===== config.mk =====
export PLATFORM = sky130hd
export DESIGN_NAME = msf_frame_sequencer
export DESIGN_NICKNAME = d
export VERILOG_FILES = /design/src/rtl/msf_pkg.sv /design/src/rtl/msf_parity_check.sv /design/src/rtl/msf_frame_sequencer.sv
export SDC_FILE = /design/constraint.sdc
export NUM_CORES = 1
export LEC_CHECK = 0
export BUFFER_PORTS_ARGS = -buffer_cell sky130_fd_sc_hd__buf_2
export CAP_MARGIN = 40
export CORE_MARGIN = 1.5
export CORE_UTILIZATION = 59
export DETAILED_ROUTE_END_ITERATION = 10
export PLACE_DENSITY = 0.8
export SLEW_MARGIN = 20
export SYNTH_ARGS = -nofsm -noshare
export SYNTH_HDL_FRONTEND = slang
export SYNTH_SLANG_ARGS = --single-unit

===== constraint.sdc =====
create_clock -name clk_i -period 5.5 [get_ports clk_i]
set_clock_uncertainty 0.05 [all_clocks]
set_input_delay 0.55 -clock clk_i [delete_from_list [all_inputs] [get_ports clk_i]]
set_output_delay 0.55 -clock clk_i [all_outputs]
set_load 0.005 [all_outputs]

===== src/rtl/msf_pkg.sv =====
`default_nettype none
// +----------------------------------------------------------------------------+
// | msf_pkg : shared state encoding, sync pattern and frame field layout for   |
// |           the MSF frame sequencer.                                          |
// | Revision: 1.0                                                               |
// +----------------------------------------------------------------------------+
package msf_pkg;

   typedef enum logic [0:0] {
      ST_HUNT   = 1'b0,
      ST_LOCKED = 1'b1
   } msf_state_t;

   // A-bit sequence of seconds 52..59, oldest bit in the MSB
   localparam logic [7:0] SYNC_PATTERN = 8'b0111_1110;

   localparam logic [5:0] SEC_FRAME_FIRST = 6'd17;
   localparam logic [5:0] SEC_FRAME_LAST  = 6'd51;
   localparam logic [5:0] SEC_B_FIRST     = 6'd54;
   localparam logic [5:0] SEC_B_LAST      = 6'd57;
   localparam logic [5:0] SEC_LAST        = 6'd59;

   localparam int FRAME_W = 35;
   localparam int B_W     = 4;

   localparam logic [5:0] YEAR_SEC   = 6'd17;
   localparam logic [5:0] MONTH_SEC  = 6'd25;
   localparam logic [5:0] DAY_SEC    = 6'd30;
   localparam logic [5:0] DOW_SEC    = 6'd36;
   localparam logic [5:0] HOUR_SEC   = 6'd39;
   localparam logic [5:0] MINUTE_SEC = 6'd45;

   localparam int YEAR_W       = 8;
   localparam int MONTH_W      = 5;
   localparam int DAY_W        = 6;
   localparam int DOW_W        = 3;
   localparam int HOUR_W       = 6;
   localparam int MINUTE_W     = 7;
   localparam int MINUTE_OUT_W = 6;

   // Bits are shifted in MSB first, so second 51 ends up in frame bit 0
   function automatic int field_lsb(input logic [5:0] start_sec, input int width);
      return int'(SEC_FRAME_LAST) - int'(start_sec) - width + 1;
   endfunction

   localparam int YEAR_LSB   = field_lsb(YEAR_SEC, YEAR_W);
   localparam int MONTH_LSB  = field_lsb(MONTH_SEC, MONTH_W);
   localparam int DAY_LSB    = field_lsb(DAY_SEC, DAY_W);
   localparam int DOW_LSB    = field_lsb(DOW_SEC, DOW_W);
   localparam int HOUR_LSB   = field_lsb(HOUR_SEC, HOUR_W);
   localparam int MINUTE_LSB = field_lsb(MINUTE_SEC, MINUTE_W);

endpackage
`default_nettype wire


===== src/rtl/msf_parity_check.sv =====
`default_nettype none
// +----------------------------------------------------------------------------+
// | msf_parity_check : odd-parity check of the four MSF parity groups.         |
// | Built only when MSF_PARITY_EN is defined.                                   |
// | Revision: 1.0                                                               |
// +----------------------------------------------------------------------------+
`ifdef MSF_PARITY_EN
module msf_parity_check
   import msf_pkg::*;
(
   input  logic [FRAME_W-1:0] frame_i,
   input  logic [B_W-1:0]     par_b_i,
   output logic               parity_ok_o
);

   logic [B_W-1:0] w_group_ok;

   // par_b_i holds 54B in its MSB down to 57B in its LSB
   assign w_group_ok[3] = ^{frame_i[YEAR_LSB +: YEAR_W], par_b_i[3]};
   assign w_group_ok[2] = ^{frame_i[DAY_LSB +: (MONTH_W + DAY_W)], par_b_i[2]};
   assign w_group_ok[1] = ^{frame_i[DOW_LSB +: DOW_W], par_b_i[1]};
   assign w_group_ok[0] = ^{frame_i[MINUTE_LSB +: (HOUR_W + MINUTE_W)], par_b_i[0]};

   assign parity_ok_o = &w_group_ok;

endmodule
`endif
`default_nettype wire


===== src/rtl/msf_frame_sequencer.sv =====
`default_nettype none
// +----------------------------------------------------------------------------+
// | msf_frame_sequencer : MSF minute-frame alignment and BCD field capture.    |
// | Optional B-bit parity checking with MSF_PARITY_EN.                         |
// | Revision: 1.0                                                               |
// +----------------------------------------------------------------------------+
module msf_frame_sequencer
   import msf_pkg::*;
#(
   parameter int TIMEOUT_CYCLES = 20000
) (
   input  logic       clk_i,
   input  logic       rst_i,
   input  logic       bit_a_i,
   input  logic       bit_b_i,
   input  logic       valid_i,
   output logic       locked_o,
   output logic [5:0] second_o,
   output logic [7:0] year_o,
   output logic [4:0] month_o,
   output logic [5:0] day_o,
   output logic [2:0] dow_o,
   output logic [5:0] hour_o,
   output logic [5:0] minute_o,
   output logic       time_valid_o,
   output logic       frame_stb_o,
   output logic       error_o
);

   localparam int                c_to_w    = $clog2(TIMEOUT_CYCLES + 1);
   localparam logic [c_to_w-1:0] c_to_max  = c_to_w'(TIMEOUT_CYCLES);
   localparam logic [c_to_w-1:0] c_to_last = c_to_w'(TIMEOUT_CYCLES - 1);

   msf_state_t         r_state;
   logic [7:0]         r_hist;
   logic [FRAME_W-1:0] r_frame;
   logic [5:0]         r_second;
   logic [c_to_w-1:0]  r_to_cnt;

   logic [5:0] w_next_sec;
   logic [7:0] w_hist_next;
   logic       w_sync_ok;
   logic       w_to_expire;
   logic       w_in_frame;
   logic       w_parity_ok;

   assign w_next_sec  = (r_second == SEC_LAST) ? 6'd0 : r_second + 6'd1;
   assign w_hist_next = {r_hist[6:0], bit_a_i};
   assign w_sync_ok   = (w_hist_next == SYNC_PATTERN);
   assign w_to_expire = (r_to_cnt == c_to_last);
   assign w_in_frame  = (w_next_sec >= SEC_FRAME_FIRST) && (w_next_sec <= SEC_FRAME_LAST);

   assign locked_o = (r_state == ST_LOCKED);
   assign second_o = r_second;

   always_ff @(posedge clk_i) begin
      if (rst_i) begin
         r_state      <= ST_HUNT;
         r_hist       <= '0;
         r_frame      <= '0;
         r_second     <= '0;
         r_to_cnt     <= '0;
         year_o       <= '0;
         month_o      <= '0;
         day_o        <= '0;
         dow_o        <= '0;
         hour_o       <= '0;
         minute_o     <= '0;
         time_valid_o <= 1'b0;
         frame_stb_o  <= 1'b0;
         error_o      <= 1'b0;
      end else begin
         frame_stb_o <= 1'b0;
         error_o     <= 1'b0;

         // A strobe in the expiry cycle takes priority over the timeout
         if (valid_i) begin
            r_to_cnt <= '0;
            r_hist   <= w_hist_next;
            case (r_state)
               ST_HUNT: begin
                  if (w_sync_ok) begin
                     r_state  <= ST_LOCKED;
                     r_second <= SEC_LAST;
                  end
               end
               ST_LOCKED: begin
                  r_second <= w_next_sec;
                  if (w_in_frame) begin
                     r_frame <= {r_frame[FRAME_W-2:0], bit_a_i};
                  end
                  if (w_next_sec == SEC_LAST) begin
                     if (!w_sync_ok) begin
                        error_o  <= 1'b1;
                        r_state  <= ST_HUNT;
                        r_second <= '0;
                     end else if (!w_parity_ok) begin
                        error_o <= 1'b1;
                     end else begin
                        year_o       <= r_frame[YEAR_LSB +: YEAR_W];
                        month_o      <= r_frame[MONTH_LSB +: MONTH_W];
                        day_o        <= r_frame[DAY_LSB +: DAY_W];
                        dow_o        <= r_frame[DOW_LSB +: DOW_W];
                        hour_o       <= r_frame[HOUR_LSB +: HOUR_W];
                        // The 7-bit minute field's top (tens = 40) bit does not fit the port
                        minute_o     <= r_frame[MINUTE_LSB +: MINUTE_OUT_W];
                        time_valid_o <= 1'b1;
                        frame_stb_o  <= 1'b1;
                     end
                  end
               end
            endcase
         end else if (r_to_cnt != c_to_max) begin
            r_to_cnt <= r_to_cnt + c_to_w'(1);
            if (w_to_expire && (r_state == ST_LOCKED)) begin
               error_o  <= 1'b1;
               r_state  <= ST_HUNT;
               r_second <= '0;
               r_hist   <= '0;
            end
         end
      end
   end

`ifdef MSF_PARITY_EN
   logic [B_W-1:0] r_par_b;

   always_ff @(posedge clk_i) begin
      if (rst_i) begin
         r_par_b <= '0;
      end else if (valid_i && (r_state == ST_LOCKED) &&
                   (w_next_sec >= SEC_B_FIRST) && (w_next_sec <= SEC_B_LAST)) begin
         r_par_b <= {r_par_b[B_W-2:0], bit_b_i};
      end
   end

   msf_parity_check u_parity_check (
      .frame_i     (r_frame),
      .par_b_i     (r_par_b),
      .parity_ok_o (w_parity_ok)
   );
`else
   logic w_unused_bits;

   assign w_parity_ok   = 1'b1;
   assign w_unused_bits = ^{bit_b_i, r_frame[MINUTE_LSB + MINUTE_W - 1],
                            SEC_B_FIRST, SEC_B_LAST, B_W[0]};
`endif

endmodule
`default_nettype wire


==> results of run 1 <==
[layout make-up]
type / instances / area [um2] / share of cell area
Clock buffer: 10 / 138 / 0.0293
Timing Repair Buffer: 55 / 328 / 0.0698
Clock inverter: 6 / 51.3 / 0.0109
Sequential cell: 101 / 2020 / 0.431
Inverter: 7 / 26.3 / 0.00560
Tap cell: 96 / 120 / 0.0256
Multi-Input combinational cell: 323 / 2010 / 0.428
[critical path, cell delays in order, from the launching register on]
cell and delay (ns):
dfxtp_1 0.50, ha_1 0.52, o211ai_1 0.13, o2bb2ai_1 0.19, nor4_1 0.48, o2bb2ai_4 0.15
buf_4 0.47, mux2i_1 0.26
[flip-flops by register name, indices dropped and copies added (netlist names)]
register	flops
time_valid_o	1
dow_o	3
second_o	6
r_to_cnt	15
error_o	1
minute_o	6
r_frame	35
frame_stb_o	1
hour_o	6
locked_o	1
r_hist	7
year_o	8
month_o	5
day_o	6
[final timing paths]
kind | start | endpoint | slack, ns | depth (start not counted)
min reg2reg | r_frame[31] | year_o[4] | 0.42 | 2
max | second_o[1] | r_frame[11] | 2.65 | 7
max reg2reg | second_o[1] | r_frame[11] | 2.65 | 7
min | r_frame[31] | year_o[4] | 0.42 | 2
[cell usage after synthesis, drive strengths merged, types with 4 or more instances]
master | count | area share
a22oi | 8 | 0.014
or3 | 4 | 0.0059
o21ai | 47 | 0.055
dfxtp | 101 | 0.48
nand2 | 50 | 0.044
inv | 7 | 0.0062
a21oi | 43 | 0.051
clkbuf | 17 | 0.015
nor2 | 22 | 0.019
xor2 | 6 | 0.012
ha | 5 | 0.015
nor4 | 5 | 0.012
nand3 | 41 | 0.048
buf | 20 | 0.039
mux2i | 37 | 0.087
nand4 | 4 | 0.0059
[cells by family after synthesis]
group / share of synthesized area
and+or+nand+nor: 0.186
buffers and inverters: 0.0603
muxes: 0.0871
DFF: 0.476
adders and majority gates: 0.0147
xor gates and xnor gates: 0.0185
AOI/OAI and AO/OA: 0.157
[through the flow]
step / cells / setup slack [ns] / total power (W) / utilization / hold WS, ns
6_report: 598 / 2.65 / 0.00121 / 0.683 / 0.418
5_1_grt: 598 / 2.39 / 0.00125 / 0.683 / 0.444
4_1_cts: 597 / 2.64 / 0.00122 / 0.679 / 0.422
3_5_place_dp: 581 / 2.66 / 0.000773 / 0.652 / 0.406
3_3_place_gp: 578 / 2.51 / 0.000772 / 0.647 / 0.398
2_1_floorplan: 468 / 3.44 / 0.000767 / - / 0.385
[per-layer routing]
layer  up-vias  share of wire
li1       1709              -
met1      1608           0.46
met2        64           0.49
met3         9          0.038
met4         0          0.013
met5         -              0
[report_power, final]
group           total, W  leakage, nW  switching (W)  internal, W
combinational  0.0000248        0.740      0.0000180   0.00000680
clock           0.000449        0.100       0.000263     0.000186
sequential      0.000734        0.814     0.00000126     0.000732
total            0.00121         1.65       0.000282     0.000925
==> key figures, run 1 <==
Outcome
  • Outcome: complete, no violations

Synth
  • Post-synth cell types: 52
  • Synth Flop Type: dfxtp_1
  • Async SR Flop Fraction: 0
  • Post-Synthesis Cells: 468
  • Sequential element share of the synthesized area: 0.476
  • Flops & latches, synth: around 100
  • Number of synthesized flops with an enable pin: 0
  • Syn nets: 478
  • Synthesized area: between 4000 and 5000 um2
  • Synthesized area per cell: 9.08 um2
  • Synth Warn #: 0

Setup path
  • Worst endpoint required time: roughly 5.7 ns
  • Crit path launch type: flop
  • Worst EP arrival: 3.09 ns
  • Endpoint class of the critical path: flop
  • Maximum fanout along the worst path: 35
  • Setup CP Type: flop to flop

GRT
  • GRT Util Overall: 0.222
  • Met3 GRT Util: 0.0424
  • First-pass GRT wire length: 13.7 mm
  • Largest net degree at the start of global routing: 51
  • Vias in the first global route: 2997
  • Total grt overflow: 0
  • Met1 usage: 0.290
  • Initial antenna violation count: 0
  • Busiest grt layer: met2
  • GRT met2 Usage: 0.373

STA
  • Worst rel slew slack: 0.560
  • Period utilization: 0.518
  • Max Slew Vio Count: 0
  • Worst slew pin tran: 0.654 ns
  • Fmax: between 300 and 400 MHz
  • Setup tns final: 0 ns
  • Fin crit period: about 2.8 ns
  • RSZ-0062 raised after global routing: no
  • Final setup vio count: 0
  • Final Hold Vio Count: 0

Floorplan
  • Die height: 87.9 um
  • Rows: 30
  • Die Area: approximately 7700 um2
  • # IOs: 49
  • Initial Utilization: 0.619
  • Die boundary width: 87.9 um
  • Core area: approximately 6900 um2

Clock network
  • CTS Buf Count: 9
  • CTS H-tree depth: 3
  • Hold buffers post-CTS: 0
  • CTS resizes: 0
  • CTS sink cnt: approximately 100
  • Worst-skew pair later-pin latency: 0.36 ns
  • Max Root-Sink Buffers: 2
  • Root Buffer Master: clkbuf_8
  • Setup Fix Bufs, Post-CTS: 0
  • CTS tree: yes
  • Register clock-pin slew on the reported worst setup and hold paths: approximately 0.10 ns

Route
  • Average wire per standard cell: 13.9 um
  • Routed Wire Length: 8.29 mm
  • Drt drc: 0
  • ANT nets after route: 0
  • 1st-iter DRT viols: between 150 and 200
  • Detail-routed via count per cell: 5.67
  • First-pass detailed-route iteration total: 5
  • DR vias: approximately 3400

Finish
  • Layout cell share with drive strength beyond 1: 0.157
  • Nets: 507
  • Fillers: about 560
  • # diodes: 0
  • Post-layout instance area: 4690 um2
  • Area grow syn2layout: 10.4%
  • Commonest non-fill, non-tap cell in the layout: dfxtp_1
  • Commonest non-fill, non-tap cells in the layout: 101 x dfxtp_1, 50 x nand2_1, 48 x buf_2

Place
  • DP HPWL: 5.42 mm
  • Post-DP Area: roughly 4500 um2
  • Routability cong.: 0.801
  • Buffers on Ports: 47

Power
  • Leakage Power: 1.65 nW
  • PD cells: 257 nW/um2
  • Worst vdd ir: 0.148 mV

Flow run
  • Total of max-cap violations: 0

Min path
  • Min-Delay Path Class: flop to flop
Note: power is estimated with default switching activity, not from simulation.
==> run 2: changes to the inputs <==
--- a/config.mk
+++ b/config.mk
@@ -8,9 +8,9 @@
 export BUFFER_PORTS_ARGS = -buffer_cell sky130_fd_sc_hd__buf_2
 export CAP_MARGIN = 40
 export CORE_MARGIN = 1.5
-export CORE_UTILIZATION = 59
+export CORE_UTILIZATION = 58
 export DETAILED_ROUTE_END_ITERATION = 10
-export PLACE_DENSITY = 0.8
+export PLACE_DENSITY = 0.79
 export SLEW_MARGIN = 20
 export SYNTH_ARGS = -nofsm -noshare
 export SYNTH_HDL_FRONTEND = slang
==> constraint.sdc (replaced) <==
create_clock -name clk_i -period 3 [get_ports clk_i]
set_clock_uncertainty 0.05 [all_clocks]
set_input_delay 0.3 -clock clk_i [delete_from_list [all_inputs] [get_ports clk_i]]
set_output_delay 0.3 -clock clk_i [all_outputs]
set_load 0.005 [all_outputs]
==> run 2 against run 1 <==
Compared with the run above: via count increased by 1.0%; hold slack got worse by 0.21 ns; core utilization decreased by 2.4 points; worst setup slack got worse by 2.3 ns; global-route usage increased by 0.28 points; sequential power increased by 84%; total power increased by 86%; register-to-register slack got worse by 2.3 ns; clock power increased by 92%; non-clock buffer count increased by 2; sequential cell count unchanged; final cell count increased by 0.84%; critical path type unchanged; largest cell class unchanged.
==> key figures, run 2 (same netlist as run 1, synthesis figures left out) <==
Setup path
  • Endpoint class of the critical path: flop
  • Maximum fanout along the worst path: 14 (-60%)
  • Reg2reg end: r_frame[14]
  • Worst EP arrival: 2.92 ns (-0.17 ns)
  • R2R depth: 7 (unchanged)
  • Reg2reg setup slack: 0.33 ns (-2.32 ns)
  • Crit path launch type: flop
  • CP max-delay cell: dfxtp_1
  • Reg2Reg Launch Point: second_o[1]
  • Worst endpoint required time: 3.25 ns (-2.49 ns)
  • CP Cell Sequence: ha_2 -> o211ai_1 -> o2bb2ai_1 -> nor4_1 -> o2bb2ai_4 -> buf_12 -> mux2i_1
  • Crit path largest cell delay: 0.51 ns (about the same)
  • Setup CP Type: flop to flop

STA
  • Fin crit period: 2.67 ns (-0.179 ns)
  • RSZ-0062 raised after global routing: no
  • Final setup vio count: 0 (unchanged)
  • Final Hold Vio Count: 0 (unchanged)
  • Max Slew Vio Count: 0 (unchanged)
  • Period utilization: 0.890 (+0.372)
  • Setup tns final: 0 ns (unchanged)
  • Worst slew pin tran: 0.565 ns (-0.0890 ns)
  • Worst rel slew slack: 0.623 (+0.0628)
  • Fmax: 374 MHz (+6.7%)
  • Post-layout worst setup margin: 0.329 ns (-2.32 ns)

Finish
  • Top reg by flops: r_frame
  • Area grow syn2layout: 11.3%
  • Post-layout instance area: 4730 um2 (+0.83%)
  • Max reg flops: 35 (unchanged)
  • Commonest non-fill, non-tap cells in the layout: 101 x dfxtp_1, 50 x nand2_1, 47 x buf_2
  • Commonest non-fill, non-tap cell in the layout: dfxtp_1
  • Regs by FF count: r_frame (35), r_to_cnt (15), year_o (8)
  • # diodes: 0 (unchanged)
  • Layout cell share with drive strength beyond 1: 0.163 (+0.00533)
  • Nets: 509 (+0.39%)

Clock network
  • Register clock-pin slew on the reported worst setup and hold paths: 0.11 ns (about the same)
  • CTS resizes: 0 (unchanged)
  • Hold buffers post-CTS: 0 (unchanged)
  • CTS Buf Count: 9 (unchanged)
  • CTS tree: yes
  • Root Buffer Master: clkbuf_8
  • Worst-skew pair later-pin latency: 0.38 ns (+0.02 ns)
  • Setup Fix Bufs, Post-CTS: 0 (unchanged)
  • Max Root-Sink Buffers: 2 (unchanged)
  • CTS sink cnt: 101 (unchanged)
  • CTS H-tree depth: 3 (unchanged)

Floorplan
  • Die height: 88.6 um (+0.82%)
  • Rows: 31 (+3.3%)
  • Die Area: 7850 um2 (+1.7%)
  • Die boundary width: 88.6 um (+0.82%)
  • Core area: 7180 um2 (+4.5%)
  • # IOs: 49 (unchanged)
  • Initial Utilization: 0.593 (-0.0264)

GRT
  • First-pass GRT wire length: 13.9 mm (+1.6%)
  • Vias in the first global route: 3119 (+4.1%)
  • Total grt overflow: 0 (unchanged)
  • GRT Util Overall: 0.225 (+0.00278)
  • Largest net degree at the start of global routing: 50 (-2.0%)
  • Initial antenna violation count: 0 (unchanged)

Min path
  • Hold Path Sink: r_frame[0]
  • Min-Delay Path Class: primary input to flop
  • Hold Startpoint: bit_a_i
  • Hold Path Stages: 3 (+1)

Place
  • DP HPWL: 5.45 mm (+0.54%)
  • Routability cong.: 0.868 (+8.3%)
  • DP Worst Slack: 0.241 ns (-2.42 ns)
  • Post-DP Area: 4530 um2 (+1.1%)
  • Buffers on Ports: 47 (unchanged)

Outcome
  • Outcome: complete, no violations

Route
  • Routed Wire Length: 8.41 mm (+1.5%)
  • DR vias: 3424 (+1.0%)
  • First-pass detailed-route iteration total: 4 (-1)
  • Average wire per standard cell: 13.9 um (+0.68%)
  • 1st-iter DRT viols: 167 (-15%)
  • Drt drc: 0 (unchanged)
  • ANT nets after route: 0 (unchanged)
  • Detail-routed via count per cell: 5.68 (+0.17%)

Power
  • PD cells: 475 nW/um2 (+85%)
  • Worst vdd ir: 0.308 mV (+110%)
  • Leakage Power: 1.66 nW (+0.11%)

Flow run
  • Total of max-cap violations: 0 (unchanged)
## run 2: cell types whose count changed in the layout (fill, tap and decap cells not counted), sizes merged
cell | previous run | this run
clkinvlp | 0 | 1
clkbuf | 10 | 9
buf | 55 | 57
clkinv | 1 | 2
inv | 12 | 11
## run 2: metrics by stage
stage	hold WS [ns]	utilization	cells	total power, W
floorplan	0.385	-	468	0.00141
global route	0.213	0.660	603	0.00232
global placement	0.395	0.630	586	0.00142
detailed placement	0.406	0.631	587	0.00142
finish	0.212	0.660	603	0.00225
CTS	0.200	0.659	603	0.00226
## run 2: final cells by class
cell class / instances / area [um2]
Timing Repair Buffer: 57 / 348
Fill cell: 605 / 2440
Multi-Input combinational cell: 323 / 2010
Tap cell: 99 / 124
Clock buffer: 9 / 124
Clock inverter: 7 / 77.6
Inverter: 7 / 26.3
Sequential cell: 101 / 2020
## run 2: how the worst max path moves through the flow
stage          slack (ns)           to         from
2_1_floorplan        0.94  r_frame[10]  second_o[1]
3_3_place_gp         0.37  r_frame[18]  second_o[1]
3_5_place_dp         0.24  r_frame[26]  second_o[1]
4_1_cts              0.24  r_frame[26]  second_o[1]
5_1_grt              0.10  r_frame[24]  second_o[1]
6_report             0.33  r_frame[14]  second_o[1]
## run 2: critical path: cells and delay by family (launching register included)
| kind | cells | cell delay (ns) |
|---|---|---|
| compound gates | 3 | 0.65 |
| flops | 1 | 0.51 |
| simple gates | 1 | 0.51 |
| fa+ha+maj | 1 | 0.42 |
| buf+inv | 1 | 0.23 |
| mux | 1 | 0.21 |
## run 2: report_power, final
part	switching [W]	internal (W)	total, W
registers	0.00000230	0.00134	0.00135
logic	0.0000326	0.0000100	0.0000426
clock network	0.000528	0.000333	0.000861
## run 2: routing by layer
layer / up-vias / part of all wire / GRT usage / wire length, um
li1: 1719 / - / - / -
met1: 1615 / 0.46 / 0.296 / 3910
met2: 77 / 0.48 / 0.358 / 4030
met3: 13 / 0.035 / 0.0504 / 296
met4: 0 / 0.021 / 0.0980 / 175
met5: - / 0 / 0 / 0
